## src/rtl/mc_ctrl_pkg.sv

```systemverilog
// Shared types and encodings for the multicycle ARM-subset control unit.
// Contents: FSM state enum, ALU/result/source/immediate mux codes, data-processing
// cmd and condition-code encodings, and the ALU-control decode helper.
package mc_ctrl_pkg;

  localparam int unsigned ALU_W  = 3;
  localparam int unsigned RES_W  = 2;
  localparam int unsigned SRCB_W = 2;
  localparam int unsigned IMM_W  = 2;
  localparam int unsigned OP_W   = 2;
  localparam int unsigned CMD_W  = 4;
  localparam int unsigned COND_W = 4;

  typedef enum logic [3:0] {
    FETCH, DECODE, MEMADR, MEMRD, MEMWB, MEMWR, EXECR, EXECI, MULWAIT, ALUWB, BRANCH
  } state_t;

  localparam logic [ALU_W-1:0] ALU_ADD  = 3'b000;
  localparam logic [ALU_W-1:0] ALU_SUB  = 3'b001;
  localparam logic [ALU_W-1:0] ALU_AND  = 3'b010;
  localparam logic [ALU_W-1:0] ALU_ORR  = 3'b011;
  localparam logic [ALU_W-1:0] ALU_UMUL = 3'b100;
  localparam logic [ALU_W-1:0] ALU_SMUL = 3'b101;

  localparam logic [RES_W-1:0] RES_ALUOUT    = 2'b00;
  localparam logic [RES_W-1:0] RES_READDATA  = 2'b01;
  localparam logic [RES_W-1:0] RES_ALURESULT = 2'b10;

  localparam logic [SRCB_W-1:0] SRCB_RM   = 2'b00;
  localparam logic [SRCB_W-1:0] SRCB_IMM  = 2'b01;
  localparam logic [SRCB_W-1:0] SRCB_FOUR = 2'b10;

  localparam logic [IMM_W-1:0] IMM_DP  = 2'b00;
  localparam logic [IMM_W-1:0] IMM_MEM = 2'b01;
  localparam logic [IMM_W-1:0] IMM_BR  = 2'b10;

  localparam logic [OP_W-1:0] OP_DP  = 2'b00;
  localparam logic [OP_W-1:0] OP_MEM = 2'b01;
  localparam logic [OP_W-1:0] OP_BR  = 2'b10;
  localparam logic [OP_W-1:0] OP_BAD = 2'b11;

  localparam logic [CMD_W-1:0] CMD_AND  = 4'b0000;
  localparam logic [CMD_W-1:0] CMD_SUB  = 4'b0010;
  localparam logic [CMD_W-1:0] CMD_ADD  = 4'b0100;
  localparam logic [CMD_W-1:0] CMD_UMUL = 4'b0111;
  localparam logic [CMD_W-1:0] CMD_ORR  = 4'b1100;
  localparam logic [CMD_W-1:0] CMD_SMUL = 4'b1110;

  localparam logic [COND_W-1:0] COND_EQ = 4'b0000;
  localparam logic [COND_W-1:0] COND_NE = 4'b0001;
  localparam logic [COND_W-1:0] COND_CS = 4'b0010;
  localparam logic [COND_W-1:0] COND_CC = 4'b0011;
  localparam logic [COND_W-1:0] COND_MI = 4'b0100;
  localparam logic [COND_W-1:0] COND_PL = 4'b0101;
  localparam logic [COND_W-1:0] COND_VS = 4'b0110;
  localparam logic [COND_W-1:0] COND_VC = 4'b0111;
  localparam logic [COND_W-1:0] COND_HI = 4'b1000;
  localparam logic [COND_W-1:0] COND_LS = 4'b1001;
  localparam logic [COND_W-1:0] COND_GE = 4'b1010;
  localparam logic [COND_W-1:0] COND_LT = 4'b1011;
  localparam logic [COND_W-1:0] COND_GT = 4'b1100;
  localparam logic [COND_W-1:0] COND_LE = 4'b1101;
  localparam logic [COND_W-1:0] COND_AL = 4'b1110;

  // Multiply codes exist only in register form; anything unrecognised falls back to ADD.
  function automatic logic [ALU_W-1:0] alu_decode(input logic [CMD_W-1:0] cmd, input logic imm);
    logic [ALU_W-1:0] r;
    r = ALU_ADD;
    case (cmd)
      CMD_ADD:  r = ALU_ADD;
      CMD_SUB:  r = ALU_SUB;
      CMD_AND:  r = ALU_AND;
      CMD_ORR:  r = ALU_ORR;
      CMD_UMUL: r = imm ? ALU_ADD : ALU_UMUL;
      CMD_SMUL: r = imm ? ALU_ADD : ALU_SMUL;
      default:  r = ALU_ADD;
    endcase
    return r;
  endfunction

endpackage

```

## src/rtl/mc_control_unit_cond_check.sv

```systemverilog
// Condition-code evaluator.
// Ports: cond (Instr[31:28]), nzcv (flags register) -> condex (1 = execute).
module mc_control_unit_cond_check
  import mc_ctrl_pkg::*;
(
  input  logic [COND_W-1:0] cond,
  input  logic [3:0]        nzcv,
  output logic              condex
);

  logic n, z, c, v;
  assign {n, z, c, v} = nzcv;

  // 1111 has no entry and evaluates false through the default.
  always_comb begin
    condex = 1'b0;
    case (cond)
      COND_EQ: condex = z;
      COND_NE: condex = ~z;
      COND_CS: condex = c;
      COND_CC: condex = ~c;
      COND_MI: condex = n;
      COND_PL: condex = ~n;
      COND_VS: condex = v;
      COND_VC: condex = ~v;
      COND_HI: condex = c & ~z;
      COND_LS: condex = ~(c & ~z);
      COND_GE: condex = (n == v);
      COND_LT: condex = (n != v);
      COND_GT: condex = ~z & (n == v);
      COND_LE: condex = z | (n != v);
      COND_AL: condex = 1'b1;
      default: condex = 1'b0;
    endcase
  end

endmodule

```

## src/rtl/mc_control_unit.sv

```systemverilog
// Multicycle control unit: main/ALU decode, NZCV flags, condition check and the
// instruction-sequencing FSM with a watchdog on the external multiplier.
// Inputs: CLK, Reset (sync, active-high), Instr, ALUFlags {N,Z,C,V}, MulDone.
// Outputs: PCWrite, AdrSrc, MemW, IRWrite, RegW, ResultSrc, ALUSrcA, ALUSrcB,
//          ImmSrc, RegSrc, ALUControl, MulStart.
module mc_control_unit
  import mc_ctrl_pkg::*;
#(
  parameter int unsigned MUL_MAX_CYC = 32
) (
  input  logic              CLK,
  input  logic              Reset,
  input  logic [31:0]       Instr,
  input  logic [3:0]        ALUFlags,
  input  logic              MulDone,
  output logic              PCWrite,
  output logic              AdrSrc,
  output logic              MemW,
  output logic              IRWrite,
  output logic              RegW,
  output logic [RES_W-1:0]  ResultSrc,
  output logic              ALUSrcA,
  output logic [SRCB_W-1:0] ALUSrcB,
  output logic [IMM_W-1:0]  ImmSrc,
  output logic [1:0]        RegSrc,
  output logic [ALU_W-1:0]  ALUControl,
  output logic              MulStart
);

  localparam int unsigned CNT_W = (MUL_MAX_CYC > 1) ? $clog2(MUL_MAX_CYC) : 1;

  state_t           state, state_nxt;
  logic [3:0]       nzcv;
  logic [CNT_W-1:0] mul_cnt;
  logic             condex;

  logic [OP_W-1:0]  op;
  logic [CMD_W-1:0] cmd;
  logic             funct_i, sbit;
  logic             is_mul, mul_exit;
  logic [ALU_W-1:0] dp_alu;
  logic             flagw_nz, flagw_cv;
  logic             unused_instr;

  assign op      = Instr[27:26];
  assign funct_i = Instr[25];
  assign cmd     = Instr[24:21];
  assign sbit    = Instr[20];
  assign unused_instr = ^Instr[19:0];

  assign dp_alu   = alu_decode(cmd, funct_i);
  assign is_mul   = (op == OP_DP) && !funct_i && ((cmd == CMD_UMUL) || (cmd == CMD_SMUL));
  assign mul_exit = (state == MULWAIT) &&
                    (MulDone || (mul_cnt == CNT_W'(MUL_MAX_CYC - 1)));

  // Flags land on the last execute cycle; C/V only for arithmetic ops.
  assign flagw_nz = (op == OP_DP) && sbit &&
                    ((((state == EXECR) || (state == EXECI)) && !is_mul) || mul_exit);
  assign flagw_cv = flagw_nz && ((dp_alu == ALU_ADD) || (dp_alu == ALU_SUB));

  // Instruction-field decodes that bypass the state machine.
  assign ImmSrc = (op == OP_MEM) ? IMM_MEM : (op == OP_BR) ? IMM_BR : IMM_DP;
  assign RegSrc = {(op == OP_MEM) && !sbit, op == OP_BR};

  mc_control_unit_cond_check u_cond (
    .cond   (Instr[31:28]),
    .nzcv   (nzcv),
    .condex (condex)
  );

  // State register.
  always_ff @(posedge CLK) begin
    if (Reset) state <= FETCH;
    else       state <= state_nxt;
  end

  // Flags register and multiplier watchdog.
  always_ff @(posedge CLK) begin
    if (Reset) begin
      nzcv    <= 4'b0000;
      mul_cnt <= '0;
    end else begin
      if (flagw_nz) nzcv[3:2] <= ALUFlags[3:2];
      if (flagw_cv) nzcv[1:0] <= ALUFlags[1:0];
      if (state == MULWAIT) mul_cnt <= mul_exit ? '0 : mul_cnt + CNT_W'(1);
    end
  end

  // Next-state and Moore outputs.
  always_comb begin
    state_nxt  = state;
    PCWrite    = 1'b0;
    AdrSrc     = 1'b0;
    MemW       = 1'b0;
    IRWrite    = 1'b0;
    RegW       = 1'b0;
    ResultSrc  = RES_ALUOUT;
    ALUSrcA    = 1'b0;
    ALUSrcB    = SRCB_RM;
    ALUControl = ALU_ADD;
    MulStart   = 1'b0;
    case (state)
      FETCH: begin
        IRWrite   = 1'b1;
        PCWrite   = 1'b1;
        ALUSrcA   = 1'b1;
        ALUSrcB   = SRCB_FOUR;
        ResultSrc = RES_ALURESULT;
        state_nxt = DECODE;
      end
      DECODE: begin
        ALUSrcA = 1'b1;
        ALUSrcB = SRCB_FOUR;
        if (!condex || (op == OP_BAD)) state_nxt = FETCH;
        else if (op == OP_MEM)         state_nxt = MEMADR;
        else if (op == OP_BR)          state_nxt = BRANCH;
        else                           state_nxt = funct_i ? EXECI : EXECR;
      end
      MEMADR: begin
        ALUSrcB   = SRCB_IMM;
        state_nxt = sbit ? MEMRD : MEMWR;
      end
      MEMRD: begin
        AdrSrc    = 1'b1;
        state_nxt = MEMWB;
      end
      MEMWB: begin
        ResultSrc = RES_READDATA;
        RegW      = 1'b1;
        state_nxt = FETCH;
      end
      MEMWR: begin
        AdrSrc    = 1'b1;
        MemW      = 1'b1;
        state_nxt = FETCH;
      end
      EXECR, EXECI: begin
        ALUSrcB    = (state == EXECI) ? SRCB_IMM : SRCB_RM;
        ALUControl = dp_alu;
        MulStart   = is_mul;
        state_nxt  = is_mul ? MULWAIT : ALUWB;
      end
      MULWAIT: begin
        ALUControl = dp_alu;
        if (mul_exit) state_nxt = ALUWB;
      end
      ALUWB: begin
        RegW      = 1'b1;
        state_nxt = FETCH;
      end
      BRANCH: begin
        ALUSrcB   = SRCB_IMM;
        ResultSrc = RES_ALURESULT;
        PCWrite   = 1'b1;
        state_nxt = FETCH;
      end
      default: state_nxt = FETCH;
    endcase
    // No architectural write may happen in a reset cycle.
    if (Reset) begin
      PCWrite  = 1'b0;
      IRWrite  = 1'b0;
      RegW     = 1'b0;
      MemW     = 1'b0;
      MulStart = 1'b0;
    end
  end

endmodule

```

## config.mk

```make
export PLATFORM = sky130hd
export DESIGN_NAME = mc_control_unit
export DESIGN_NICKNAME = d
export VERILOG_FILES = /design/src/rtl/mc_ctrl_pkg.sv /design/src/rtl/mc_control_unit_cond_check.sv /design/src/rtl/mc_control_unit.sv
export SDC_FILE = /design/constraint.sdc
export NUM_CORES = 1
export LEC_CHECK = 0
export CORE_MARGIN = 10
export CORE_UTILIZATION = 44
export DETAILED_ROUTE_END_ITERATION = 7
export PLACE_DENSITY = 0.95
export SYNTH_ARGS = -nofsm -noshare
export SYNTH_HDL_FRONTEND = slang
export SYNTH_SLANG_ARGS = --single-unit
```

## constraint.sdc

```tcl
create_clock -name CLK -period 3.75 [get_ports CLK]
set_input_delay 0.75 -clock CLK [delete_from_list [all_inputs] [get_ports CLK]]
set_output_delay 0.75 -clock CLK [all_outputs]
set_load 0.01 [all_outputs]
```

* Yosys cells after proc, flatten, opt, wreduce, memory -nomap -nowiden
Cells that the tools add are included.
Word-level totals: flip-flop bits (word level) 13, latch bits 0, bits in writable memories 0, bits in read-only memories 0, input port bits 39, output and inout port bits 18, logic and storage cells 110, memories kept 0
Operators by class: $add $sub $neg 1, $mul 0, div/mod/pow operators 0, order comparisons 0, equal/unequal tests 36, shift-type cells 0, multiplexer cells 31, bitwise gates (word level) 8, reductions and logical operators 30
Operators by type and width (count):
- $eq 4x4->1 const B | 12
- $eq 4x3->1 const B | 9
- $pmux 4 s6 | 1
- $eq 4x2->1 const B | 5
- $mux 4 | 4
- $mux 1 | 15
- $pmux 1 s15 | 1
- $pmux 3 s5 | 1
- $logic_not 4->1 | 3
- $mux 3 | 4
- $reduce_or 2->1 | 6
- $eq 4x1->1 const B | 2
- $logic_and 1x1->1 | 8
- $logic_or 1x1->1 | 6
- $pmux 2 s3 | 1
- $add 5x1->5 const B | 1
- $eq 5x5->1 const B | 1
- $mux 5 | 1
- $not 1->1 | 5
- $eq 2x2->1 const B | 2
- $logic_not 1->1 | 4
- $mux 2 | 2
- $pmux 2 s2 | 1
- $eq 3x1->1 const B | 1
- 9 further kinds | 10

* Longest topological paths before layout
Gate-level depths: netlist (run 1).
depth after elaboration 8, mapped depth 8, mapped depth without buffers 8

* Modules after synthesis
Synthesis (run 1) repeated with hierarchy kept, for this count alone.
Unflattened totals: cells, all modules 149, area total of the unflattened synthesis 1097.3 um^2
By module, submodules not included:
- mc_control_unit | times used 1, cells each 126, area each 949.7 um^2, seq. area each 260.2 um^2
- mc_control_unit_cond_check | times used 1, cells each 23, area each 147.6 um^2, seq. area each 0.0 um^2

* Worst setup path after synthesis (run 1)
OpenSTA, ideal clock, no wires.
path type input-to-output, from input Instr[24], to output MulStart, arrival time 1652 ps, required time 3000 ps, setup slack 1348 ps, stages 4, buffers on the path 0, cells stage by stage xnor2_1 nor3_1 nand2_1 nor3_1
Between the ends: cells in the longest elaborated chain, start to end 5, elaborated cells between the ends (all ways) 6, those cells by class eq/ne: 2; mux: 2; reduce/logical: 2
RTL lines:
- start, declared | line mc_control_unit.sv:13 | input logic [31:0] Instr,
- $eq 4x3->1 or $eq 4x4->1 (tied branches) | line mc_control_unit.sv:52 | assign is_mul = (op == OP_DP) && !funct_i && ((cmd == CMD_UMUL) || (cmd == CMD_SMUL));
- $logic_or 1x1->1 (*) | line mc_control_unit.sv:52
- $logic_and 1x1->1 (*) | line mc_control_unit.sv:52
- $mux 1 (*) | line mc_control_unit.sv:102 | case (state)
- $mux 1 (*) | line mc_control_unit.sv:160 | if (Reset) begin
- end, declared | line mc_control_unit.sv:27 | output logic MulStart
Mark *: on every way between the ends. The rest lies on a longest branch, timed or not.

* Worst setup path after layout (run 1)
Ends and elaborated chain as after synthesis.

==> flow_metrics.env, run 1 <==
export IMPL_drtPass1Iterations=4
export IMPL_finalSetupTns_ps=0
export IMPL_post_cts_buffers=0
export IMPL_via_per_inst=5.734
export IMPL_place_detailed_hpwl_um=2442
export IMPL_seqCellArea_um2=260.3
export IMPL_hp_start="mul_cnt[4]"
export IMPL_fin_area_um2=1579
export IMPL_synth_seq_area_share=0.2131
export IMPL_start_util=0.4506
export IMPL_worstSkewPairLatency_ps=270
export IMPL_ys_warn_count=0
export IMPL_worst_setup_path_end_kind="output port"
export IMPL_synth_area_um2=1221
export IMPL_die_area_um2=5282
export IMPL_slew_violations=0
export IMPL_synth_compound_area_share=0.1936
export IMPL_netlist_cell_type_count=48
export IMPL_worstReg2RegStart="state[1]"
export IMPL_clock_fmax_mhz=284.9
export IMPL_pwr_share_comb=0.339
export IMPL_first_iter_violations=73
export IMPL_status="complete, no violations"
export IMPL_cts_sinks=13
export IMPL_grt_pass1_wl_um=5140
export IMPL_grt_usage=0.1134
export IMPL_hold_viol=0
export IMPL_place_area_um2=1553
export IMPL_grt_max_degree=19
export IMPL_htree_levels=1
export IMPL_synth_avg_cell_area_um2=7.879
export IMPL_cts_root_buf="clkbuf_4"
export IMPL_rows=19
export IMPL_place_port_buffers=36
export IMPL_layout_drive_gt1_share=0.07104
export IMPL_p_per_area_nw_per_um2=228.3
export IMPL_multi_input_area_um2=867.1
export IMPL_gp_congestion=0.7589
export IMPL_die_w_um=72.68
export IMPL_drtAntennaViolNets=0
export IMPL_setup_viol=0
export IMPL_crit_path_start_kind="input port"
export IMPL_pwr_share_seq=0.423
export IMPL_required_ps=3000
export IMPL_core_area_um2=2710
export IMPL_wl_per_cell_um=14.29
export IMPL_power_switching_uw=112.4
export IMPL_clock_skew_ps=7.807
export IMPL_synth_xor_area_share=0.02869
export IMPL_cts_buffers_inserted=3
export IMPL_gr_total_overflow=0
export IMPL_async_reset_ff_frac=0
export IMPL_area_growth_pct=29.30
export IMPL_min_path_type="reg2reg"
export IMPL_drt_wl_total_um=3057
export IMPL_relSlewSlack=0.5991
export IMPL_max_vdd_ir_drop_mv=0.1693
export IMPL_max_slew_worst_pin_slew_ps=600.5
export IMPL_p_leak_uw=0.0005462
export IMPL_internal_power_uw=248.1
export IMPL_cts_resized=0
export IMPL_grt_antenna_before_repair=0
export IMPL_antenna_cells=0
export IMPL_fin_nets=229
export IMPL_vias=1227
export IMPL_cts_tree="done"
export IMPL_synthAdderAreaFrac=0.06148
export IMPL_min_period_ps=3510
export IMPL_synth_seq_cells=13
export IMPL_holdBufCountCts=0
export IMPL_boundaryPins=57
export IMPL_worst_path_max_fanout=4
export IMPL_drv_cap=0
export IMPL_sw_frac_of_total=0.3117
export IMPL_crit_start="Instr[24]"
export IMPL_die_y_um=72.68
export IMPL_clockBufferDepth=2
export IMPL_nFillCells=270
export IMPL_netlist_instances=155
export IMPL_critical_path_class="in2out"
export IMPL_cp_data_arrival_time_ps=2760
export IMPL_grt_pass1_vias=1175
export IMPL_timing_final_crit_share=0.9361
export IMPL_synth_simple_area_share=0.3678
export IMPL_synth_edf_count=0
export IMPL_synth_flop_cell="dfxtp_1"
export IMPL_clkPwrFrac=0.238
export IMPL_syn_num_nets=200
export IMPL_drc_errors=0
export IMPL_muxShareOfSynthArea=0.05840
export IMPL_rsz0062_at_grt="no"
export IMPL_path_clk_slew_ps=80
export IMPL_synth_top_family_by_area="simple AND/OR/NAND/NOR gates"
metrics by stage:
step                cells  hold WS (ps)  total power, µW  utilization  setup WS [ps]
floorplan             155         436.2            222.0            -           1348
global placement      210         444.4            275.7       0.5729          251.5
detailed placement    210         450.7            278.5       0.5729          219.6
CTS                   214         462.3            361.5       0.5826          218.6
global route          214         506.2            380.5       0.5826          88.92
finish                214         461.0            360.4       0.5826          239.7
cell usage in the layout (no fill, tap or decap), types with 2 or more instances in the layout:
cell / instances
clkdlybuf4s50_1: 36
a21oi_1: 13
nor2_1: 13
dfxtp_1: 13
nand2_1: 12
nor3_1: 11
nor2b_1: 6
mux2i_1: 6
ha_1: 6
nand3b_1: 5
inv_1: 5
xnor2_1: 3
nor4_1: 3
nor4bb_1: 3
o21ai_0: 3
nand3_1: 3
clkbuf_4: 3
or2_2: 2
nor4b_1: 2
and3_1: 2
nor3b_1: 2
or3_1: 2
a211oi_1: 2
o31ai_1: 2
nand4b_1: 2
critical path, stage by stage:
cell             delay (ps)
clkdlybuf4s50_1         480
xnor2_1                 170
nor3_1                  490
nand2_1                 120
nor3_1                  170
clkdlybuf4s50_1         580
power by group through the flow:
stage	logic [µW]	registers (µW)	clock network, µW
floorplan	76.0	146	0
global placement	120	155	0
detailed placement	123	156	0
CTS	123	152	86.0
global route	133	154	93.4
finish	122	153	85.7
cells in the mapped netlist, types with 2 or more instances:
cell type	instances	area, µm²
buf_4	3	22.52
dfxtp_1	13	260.3
and3_1	2	12.51
or3_1	2	12.51
nor4_1	3	18.77
nor3b_1	2	15.01
o21ai_0	3	15.01
nand3b_1	5	37.54
nor4bb_1	3	30.03
inv_1	5	18.77
nand3_1	3	15.01
nand2_1	12	45.04
nor3_1	11	55.05
o31ai_1	2	15.01
clkbuf_1	3	11.26
or2_2	2	12.51
nor4b_1	2	17.52
buf_2	6	30.03
nor2b_1	6	37.54
a21oi_1	13	65.06
xnor2_1	3	26.28
nand4b_1	2	17.52
nor2_1	13	48.80
mux2i_1	6	60.06
ha_1	6	75.07
a211oi_1	2	15.01
area by class of cell:
cell class,instances,area share
repair buffers,37,0.2330
well taps,31,0.02456
clock buffers,4,0.01664
multi-input cells,124,0.5491
inverters,5,0.01189
flip-flops and latches,13,0.1648
path summary, 6_finish.rpt:
kind                endpoint  depth (start not counted)  slack (ps)
setup / recovery    MulStart                          6         240
setup reg to reg     nzcv[2]                          5        1660
hold / removal    mul_cnt[4]                          2         460
hold reg to reg   mul_cnt[4]                          2         460
registers in the layout, indices dropped and copies added, names as in the netlist:
| name | flops |
|---|---|
| mul_cnt | 5 |
| state | 4 |
| nzcv | 4 |
cells by family after synthesis:
| family | after synthesis |
|---|---|
| multiplexers | 7 |
| adder cells (fa/ha/maj) | 6 |
| XOR/XNOR | 4 |
| AO/OA/AOI/OAI | 31 |
| AND/OR/NAND/NOR | 76 |
| buffers and inverters | 18 |
| flip-flops | 13 |
metal layers:
| metal | up-vias | GRT usage | wire length, µm |
|---|---|---|---|
| met2 | 33 | 0.1888 | 1497 |
| met1 | 568 | 0.1383 | 1369 |
| met5 | - | 0 | 0 |
| met4 | 0 | 0.03586 | 40 |
| li1 | 622 | - | - |
| met3 | 4 | 0.02857 | 149 |
Note: power is estimated with default switching activity, not from simulation.
==> run 2, diff against run 1 <==
==> constraint.sdc (replaced) <==
create_clock -name CLK -period 4.4 [get_ports CLK]
set_input_delay 0.88 -clock CLK [delete_from_list [all_inputs] [get_ports CLK]]
set_output_delay 0.88 -clock CLK [all_outputs]
set_load 0.01 [all_outputs]
==> run 2 against run 1 <==
  * Clock power is 12% lower
  * Final cell count is the same
  * Via count down 1.1%
  * Total power decreased by 14%
  * Final area unchanged
  * Core utilization unchanged
  * Die area is the same
  * Routed wire length up 1.7%
  * Sequential share of layout area is the same
  * Non-clock buffer count stayed put
  * Global-route usage is 0.055 points higher
  * Setup slack better by 330 ps
  * Critical endpoint unchanged
  * Largest power group unchanged
==> flow_metrics.env, run 2 (same netlist as run 1, synthesis figures left out) <==
export IMPL_cts_sinks=13
export IMPL_rsz0062_at_grt="no"
export IMPL_post_cts_buffers=0
export IMPL_worst_setup_path_end_kind="output port"
export IMPL_r2r_end="nzcv[0]"
export IMPL_drc_errors=0
export IMPL_clock_skew_ps=5.870
export IMPL_reg2reg_depth=5
export IMPL_final_common_cell="clkdlybuf4s50_1"
export IMPL_cts_root_buf="clkbuf_4"
export IMPL_start_util=0.4506
export IMPL_boundaryPins=57
export IMPL_timing_final_crit_share=0.8694
export IMPL_die_area_um2=5282
export IMPL_status="complete, no violations"
export IMPL_relSlewSlack=0.5905
export IMPL_worst_path_max_fanout=4
export IMPL_area_growth_pct=29.30
export IMPL_r2r_slack_ps=2310
export IMPL_antenna_cells=0
export IMPL_cts_tree="done"
export IMPL_gp_congestion=0.7619
export IMPL_top_usage_layer="met2"
export IMPL_sw_frac_of_total=0.3174
export IMPL_wl_per_cell_um=14.53
export IMPL_slew_violations=0
export IMPL_core_area_um2=2710
export IMPL_p_per_area_nw_per_um2=196.3
export IMPL_largest_register_ffs=5
export IMPL_whs_path_depth=2
export IMPL_holdBufCountCts=0
export IMPL_place_port_buffers=36
export IMPL_die_w_um=72.68
export IMPL_hp_start="mul_cnt[4]"
export IMPL_grt_antenna_before_repair=0
export IMPL_crit_path_start_kind="input port"
export IMPL_drt_wl_total_um=3109
export IMPL_required_ps=3520
export IMPL_cp_data_arrival_time_ps=2950
export IMPL_grt_max_degree=19
export IMPL_min_period_ps=3825
export IMPL_first_iter_violations=48
export IMPL_hold_viol=0
export IMPL_finalSetupTns_ps=0
export IMPL_final_cells=214
export IMPL_worstHoldEndpoint="mul_cnt[4]"
export IMPL_place_detailed_hpwl_um=2411
export IMPL_critical_path_class="in2out"
export IMPL_die_y_um=72.68
export IMPL_p_leak_uw=0.0005462
export IMPL_grt_use_met1=0.1321
export IMPL_top_regs="mul_cnt (5), nzcv (4), state (4)"
export IMPL_met3_usage=0.02177
export IMPL_pwr_share_comb=0.338
export IMPL_fin_nets=229
export IMPL_via_per_inst=5.673
export IMPL_internal_power_uw=211.6
export IMPL_use_met2=0.1994
export IMPL_setup_viol=0
export IMPL_max_vdd_ir_drop_mv=0.1344
export IMPL_largest_register="mul_cnt"
export IMPL_cts_resized=0
export IMPL_worstReg2RegStart="state[1]"
export IMPL_gr_total_overflow=0
export IMPL_power_switching_uw=98.38
export IMPL_min_path_type="reg2reg"
export IMPL_clockBufferDepth=2
export IMPL_grt_usage=0.1140
export IMPL_rows=19
export IMPL_vias=1214
export IMPL_drtAntennaViolNets=0
export IMPL_drtPass1Iterations=4
export IMPL_clock_fmax_mhz=261.4
export IMPL_drv_cap=0
export IMPL_max_slew_worst_pin_slew_ps=613.5
export IMPL_grt_pass1_vias=1138
export IMPL_clkPwrFrac=0.243
export IMPL_path_clk_slew_ps=80
export IMPL_pwr_share_seq=0.420
export IMPL_mostFrequentLayoutCells="clkdlybuf4s50_1 (36), a21oi_1 (13), nor2_1 (13), dfxtp_1 (13), nand2_1 (12)"
export IMPL_grt_pass1_wl_um=5050
export IMPL_worstSkewPairLatency_ps=280
export IMPL_htree_levels=1
export IMPL_dp_cells=210
export IMPL_layout_drive_gt1_share=0.07104
export IMPL_cts_buffers_inserted=3
run 2: cell counts in the layout (fill, tap and decap cells not counted):
No cell type changed its count.
run 2: layout make-up:
cell class	instances	area [µm²]
Timing Repair Buffer	37	367.9
Clock buffer	4	26.28
Multi-Input combinational cell	124	867.1
Inverter	5	18.77
Fill cell	257	1131
Sequential cell	13	260.3
Tap cell	31	38.79
run 2: metal layers:
| metal | up-vias | share of wire |
|---|---|---|
| li1 | 629 | - |
| met1 | 551 | 0.46 |
| met2 | 27 | 0.48 |
| met3 | 7 | 0.035 |
| met4 | 0 | 0.020 |
| met5 | - | 0 |
run 2: metrics by stage:
| step | area, µm² | hold WS (ps) | total power (µW) | utilization | setup slack [ps] |
|---|---|---|---|---|---|
| 2_1_floorplan | 1221 | 436.2 | 189.2 | - | 1738 |
| 3_3_place_gp | 1553 | 446.1 | 235.1 | 0.5729 | 635.5 |
| 3_5_place_dp | 1553 | 453.1 | 237.2 | 0.5729 | 617.8 |
| 4_1_cts | 1579 | 464.1 | 309.3 | 0.5826 | 557.2 |
| 5_1_grt | 1579 | 490.5 | 326.2 | 0.5826 | 492.3 |
| 6_report | 1579 | 461.8 | 310.0 | 0.5826 | 574.7 |
run 2: worst max path at each step:
stage	start	endpoint	slack, ps	cells after the start
floorplan	Instr[24]	MulStart	1740	4
global placement	Instr[24]	MulStart	640	6
detailed placement	Instr[24]	MulStart	620	6
CTS	Instr[24]	MulStart	560	6
global route	Instr[24]	MulStart	490	6
finish	Instr[24]	MulStart	570	6
run 2: worst max-delay path, cell delays in order:
cell and delay, ps:
clkdlybuf4s50_1 480, xnor2_1 170, nor3_1 490, nand2_1 120, nor3_1 220, clkdlybuf4s50_1 590
run 2: power groups by stage:
stage	combinational [µW]	clock (µW)	sequential [µW]
final	105	75.3	130
after global routing	114	81.1	131
after CTS	105	74.4	130
after detailed placement	104	0	133
after global placement	103	0	132
after floorplan	64.8	0	124
==> run 3, diff against run 2 <==
--- a/config.mk
+++ b/config.mk
@@ -5,6 +5,7 @@
 export SDC_FILE = /design/constraint.sdc
 export NUM_CORES = 1
 export LEC_CHECK = 0
+export ABC_AREA = 1
 export CORE_MARGIN = 10
 export CORE_UTILIZATION = 44
 export DETAILED_ROUTE_END_ITERATION = 7
==> run 3 against run 2 <==
  * Clock skew down 1.9 ps
  * Register-to-register slack better by 410 ps
  * Synthesized cell count increased by 30%
==> flow_metrics.env, run 3 <==
export IMPL_p_leak_uw=0.0007245
export IMPL_wl_per_cell_um=12.66
export IMPL_final_util=0.6020
export IMPL_muxShareOfSynthArea=0
export IMPL_timing_final_crit_share=0.7838
export IMPL_cts_tree="done"
export IMPL_grt_pass1_vias=1381
export IMPL_start_util=0.4506
export IMPL_clockBufferDepth=2
export IMPL_gr_total_overflow=0
export IMPL_layout_drive_gt1_share=0.1050
export IMPL_ys_warn_count=0
export IMPL_largest_register="mul_cnt"
export IMPL_clock_skew_ps=3.996
export IMPL_drt_wl_total_um=3406
export IMPL_cp_slowest_cell="clkdlybuf4s50_1"
export IMPL_path_clk_slew_ps=90
export IMPL_async_reset_ff_frac=0
export IMPL_die_y_um=72.68
export IMPL_min_period_ps=3449
export IMPL_synth_compound_area_share=0.1363
export IMPL_synth_area_um2=1221
export IMPL_status="complete, no violations"
export IMPL_final_cells=269
export IMPL_synth_top_area_share=0.2131
export IMPL_worst_setup_path_end_kind="output port"
export IMPL_synthTopCellsByArea="dfxtp_1 (21%), nand2_1 (14%), inv_1 (10%), nor2_1 (8.0%), a21oi_1 (7.0%)"
export IMPL_r2r_end="nzcv[0]"
export IMPL_vias=1382
export IMPL_place_detailed_hpwl_um=2809
export IMPL_min_path_type="reg2reg"
export IMPL_max_vdd_ir_drop_mv=0.1892
export IMPL_cts_buffers_inserted=3
export IMPL_crit_start="Instr[22]"
export IMPL_drtAntennaViolNets=0
export IMPL_synth_simple_area_share=0.4590
export IMPL_cts_resized=0
export IMPL_worstHoldEndpoint="mul_cnt[4]"
export IMPL_max_slew_worst_pin_slew_ps=612.7
export IMPL_setup_viol=0
export IMPL_crit_path_start_kind="input port"
export IMPL_netlist_cell_type_count=29
export IMPL_top_regs="mul_cnt (5), nzcv (4), state (4)"
export IMPL_worst_path_max_fanout=3
export IMPL_dp_cells=265
export IMPL_cts_root_buf="clkbuf_4"
export IMPL_area_growth_pct=33.61
export IMPL_final_common_cell="nand2_1"
export IMPL_required_ps=3520
export IMPL_relSlewSlack=0.5903
export IMPL_slew_violations=0
export IMPL_drc_errors=0
export IMPL_synth_xor_area_share=0
export IMPL_boundaryPins=57
export IMPL_mostFrequentLayoutCells="nand2_1 (44), clkdlybuf4s50_1 (36), inv_1 (33)"
export IMPL_htree_levels=1
export IMPL_grt_usage=0.1244
export IMPL_worstSkewPairLatency_ps=290
export IMPL_rows=19
export IMPL_die_area_um2=5282
export IMPL_cts_sinks=13
export IMPL_core_area_um2=2710
export IMPL_nFillCells=269
export IMPL_first_iter_violations=69
export IMPL_ys_top_cells_by_count="nand2_1 (44), inv_1 (33), nor2_1 (26)"
export IMPL_syn_num_nets=246
export IMPL_fin_area_um2=1632
export IMPL_power_uw=311.4
export IMPL_crit_family="buffers and inverters"
export IMPL_grt_pass1_wl_um=5547
export IMPL_netlist_instances=201
export IMPL_path_buf_inv=3
export IMPL_place_port_buffers=36
export IMPL_worstReg2RegStart="mul_cnt[0]"
export IMPL_synth_flop_cell="dfxtp_1"
export IMPL_via_per_inst=5.138
export IMPL_cp_data_arrival_time_ps=2570
export IMPL_gp_congestion=0.8252
export IMPL_grt_max_degree=17
export IMPL_largest_register_ffs=5
export IMPL_drtPass1Iterations=4
export IMPL_path_cells="clkdlybuf4s50_1 > inv_1 > nor2_1 > nand2_1 > nand2_1 > nand3_2 > nor3_1 > clkdlybuf4s50_1"
export IMPL_synth_avg_cell_area_um2=6.075
export IMPL_post_cts_buffers=0
export IMPL_place_area_um2=1605
export IMPL_synth_seq_cells=13
export IMPL_synth_top_family_by_area="simple AND/OR/NAND/NOR gates"
export IMPL_p_per_area_nw_per_um2=190.9
export IMPL_hp_start="mul_cnt[4]"
export IMPL_synth_edf_count=0
export IMPL_reg2reg_depth=11
export IMPL_yosysTopAreaCell="dfxtp_1"
export IMPL_rsz0062_at_grt="no"
export IMPL_cp_slowest_stage_delay_ps=580
export IMPL_clock_fmax_mhz=290.0
export IMPL_synthAdderAreaFrac=0.06148
export IMPL_holdBufCountCts=0
export IMPL_r2r_slack_ps=2720
export IMPL_antenna_cells=0
export IMPL_fin_nets=284
export IMPL_hold_viol=0
export IMPL_drv_cap=0
export IMPL_grt_antenna_before_repair=0
export IMPL_whs_path_depth=2
export IMPL_synth_seq_area_share=0.2131
export IMPL_finalSetupTns_ps=0
export IMPL_synthMostInstantiatedCell="nand2_1"
export IMPL_die_w_um=72.68
export IMPL_critical_path_class="in2out"
==> run 3: cell count changes after synthesis, moves of 5 or more <==
cell      previous run  this run
nor2_1              13        26
mux2i_1              6         0
nand3_1              3        16
nand2_1             12        44
inv_1                5        33
buf_2                6         0
nand3b_1             5         0
nor2b_1              6         0
nor3_1              11         5
==> run 3: worst max-delay path by stage <==
| stage | end | slack [ps] | cells past startpoint |
|---|---|---|---|
| 2_1_floorplan | IRWrite | 2020 | 3 |
| 3_3_place_gp | MulStart | 1010 | 8 |
| 3_5_place_dp | MulStart | 950 | 8 |
| 4_1_cts | MulStart | 960 | 8 |
| 5_1_grt | MulStart | 890 | 8 |
| 6_report | MulStart | 950 | 8 |
==> run 3: area by class of cell <==
class,count,area (µm²),area share
Timing Repair Buffer,36,360.3,0.2209
Inverter,38,143.9,0.08819
Clock buffer,4,26.28,0.01610
Tap cell,31,38.79,0.02377
Multi-Input combinational cell,147,802.0,0.4916
Sequential cell,13,260.3,0.1595
==> run 3: power breakdown <==
part | switching (µW) | internal, µW
clock | 44.6 | 35.3
sequential | 4.66 | 120
combinational | 56.0 | 50.3
total | 105 | 206
==> run 3: per-layer routing <==
layer | up-vias | routed length, µm | share of wire | global-route usage
met5 | - | 0 | 0 | 0
met4 | 0 | 29 | 0.0085 | 0.04008
met3 | 4 | 244 | 0.072 | 0.04898
met2 | 32 | 1746 | 0.51 | 0.2312
met1 | 632 | 1386 | 0.41 | 0.1221
li1 | 714 | - | - | -
==> run 3: metrics by stage <==
step	hold slack [ps]	worst slack [ps]
3_3_place_gp	457.8	1008
4_1_cts	482.5	956.5
3_5_place_dp	469.5	953.9
6_report	478.9	951.4
2_1_floorplan	449.7	2019
5_1_grt	522.1	886.7
==> run 3: worst min-delay path, cell delays in order (launching register included) <==
cell and delay [ps]:
dfxtp_1 320, nand2_1 60, a21oi_1 60
==> run 3: logic make-up after synthesis <==
kind of cell | count (synthesis)
buffers and inverters | 41
and+or+nand+nor | 112
DFF | 13
AOI/OAI and AO/OA | 29
adders and majority gates | 6
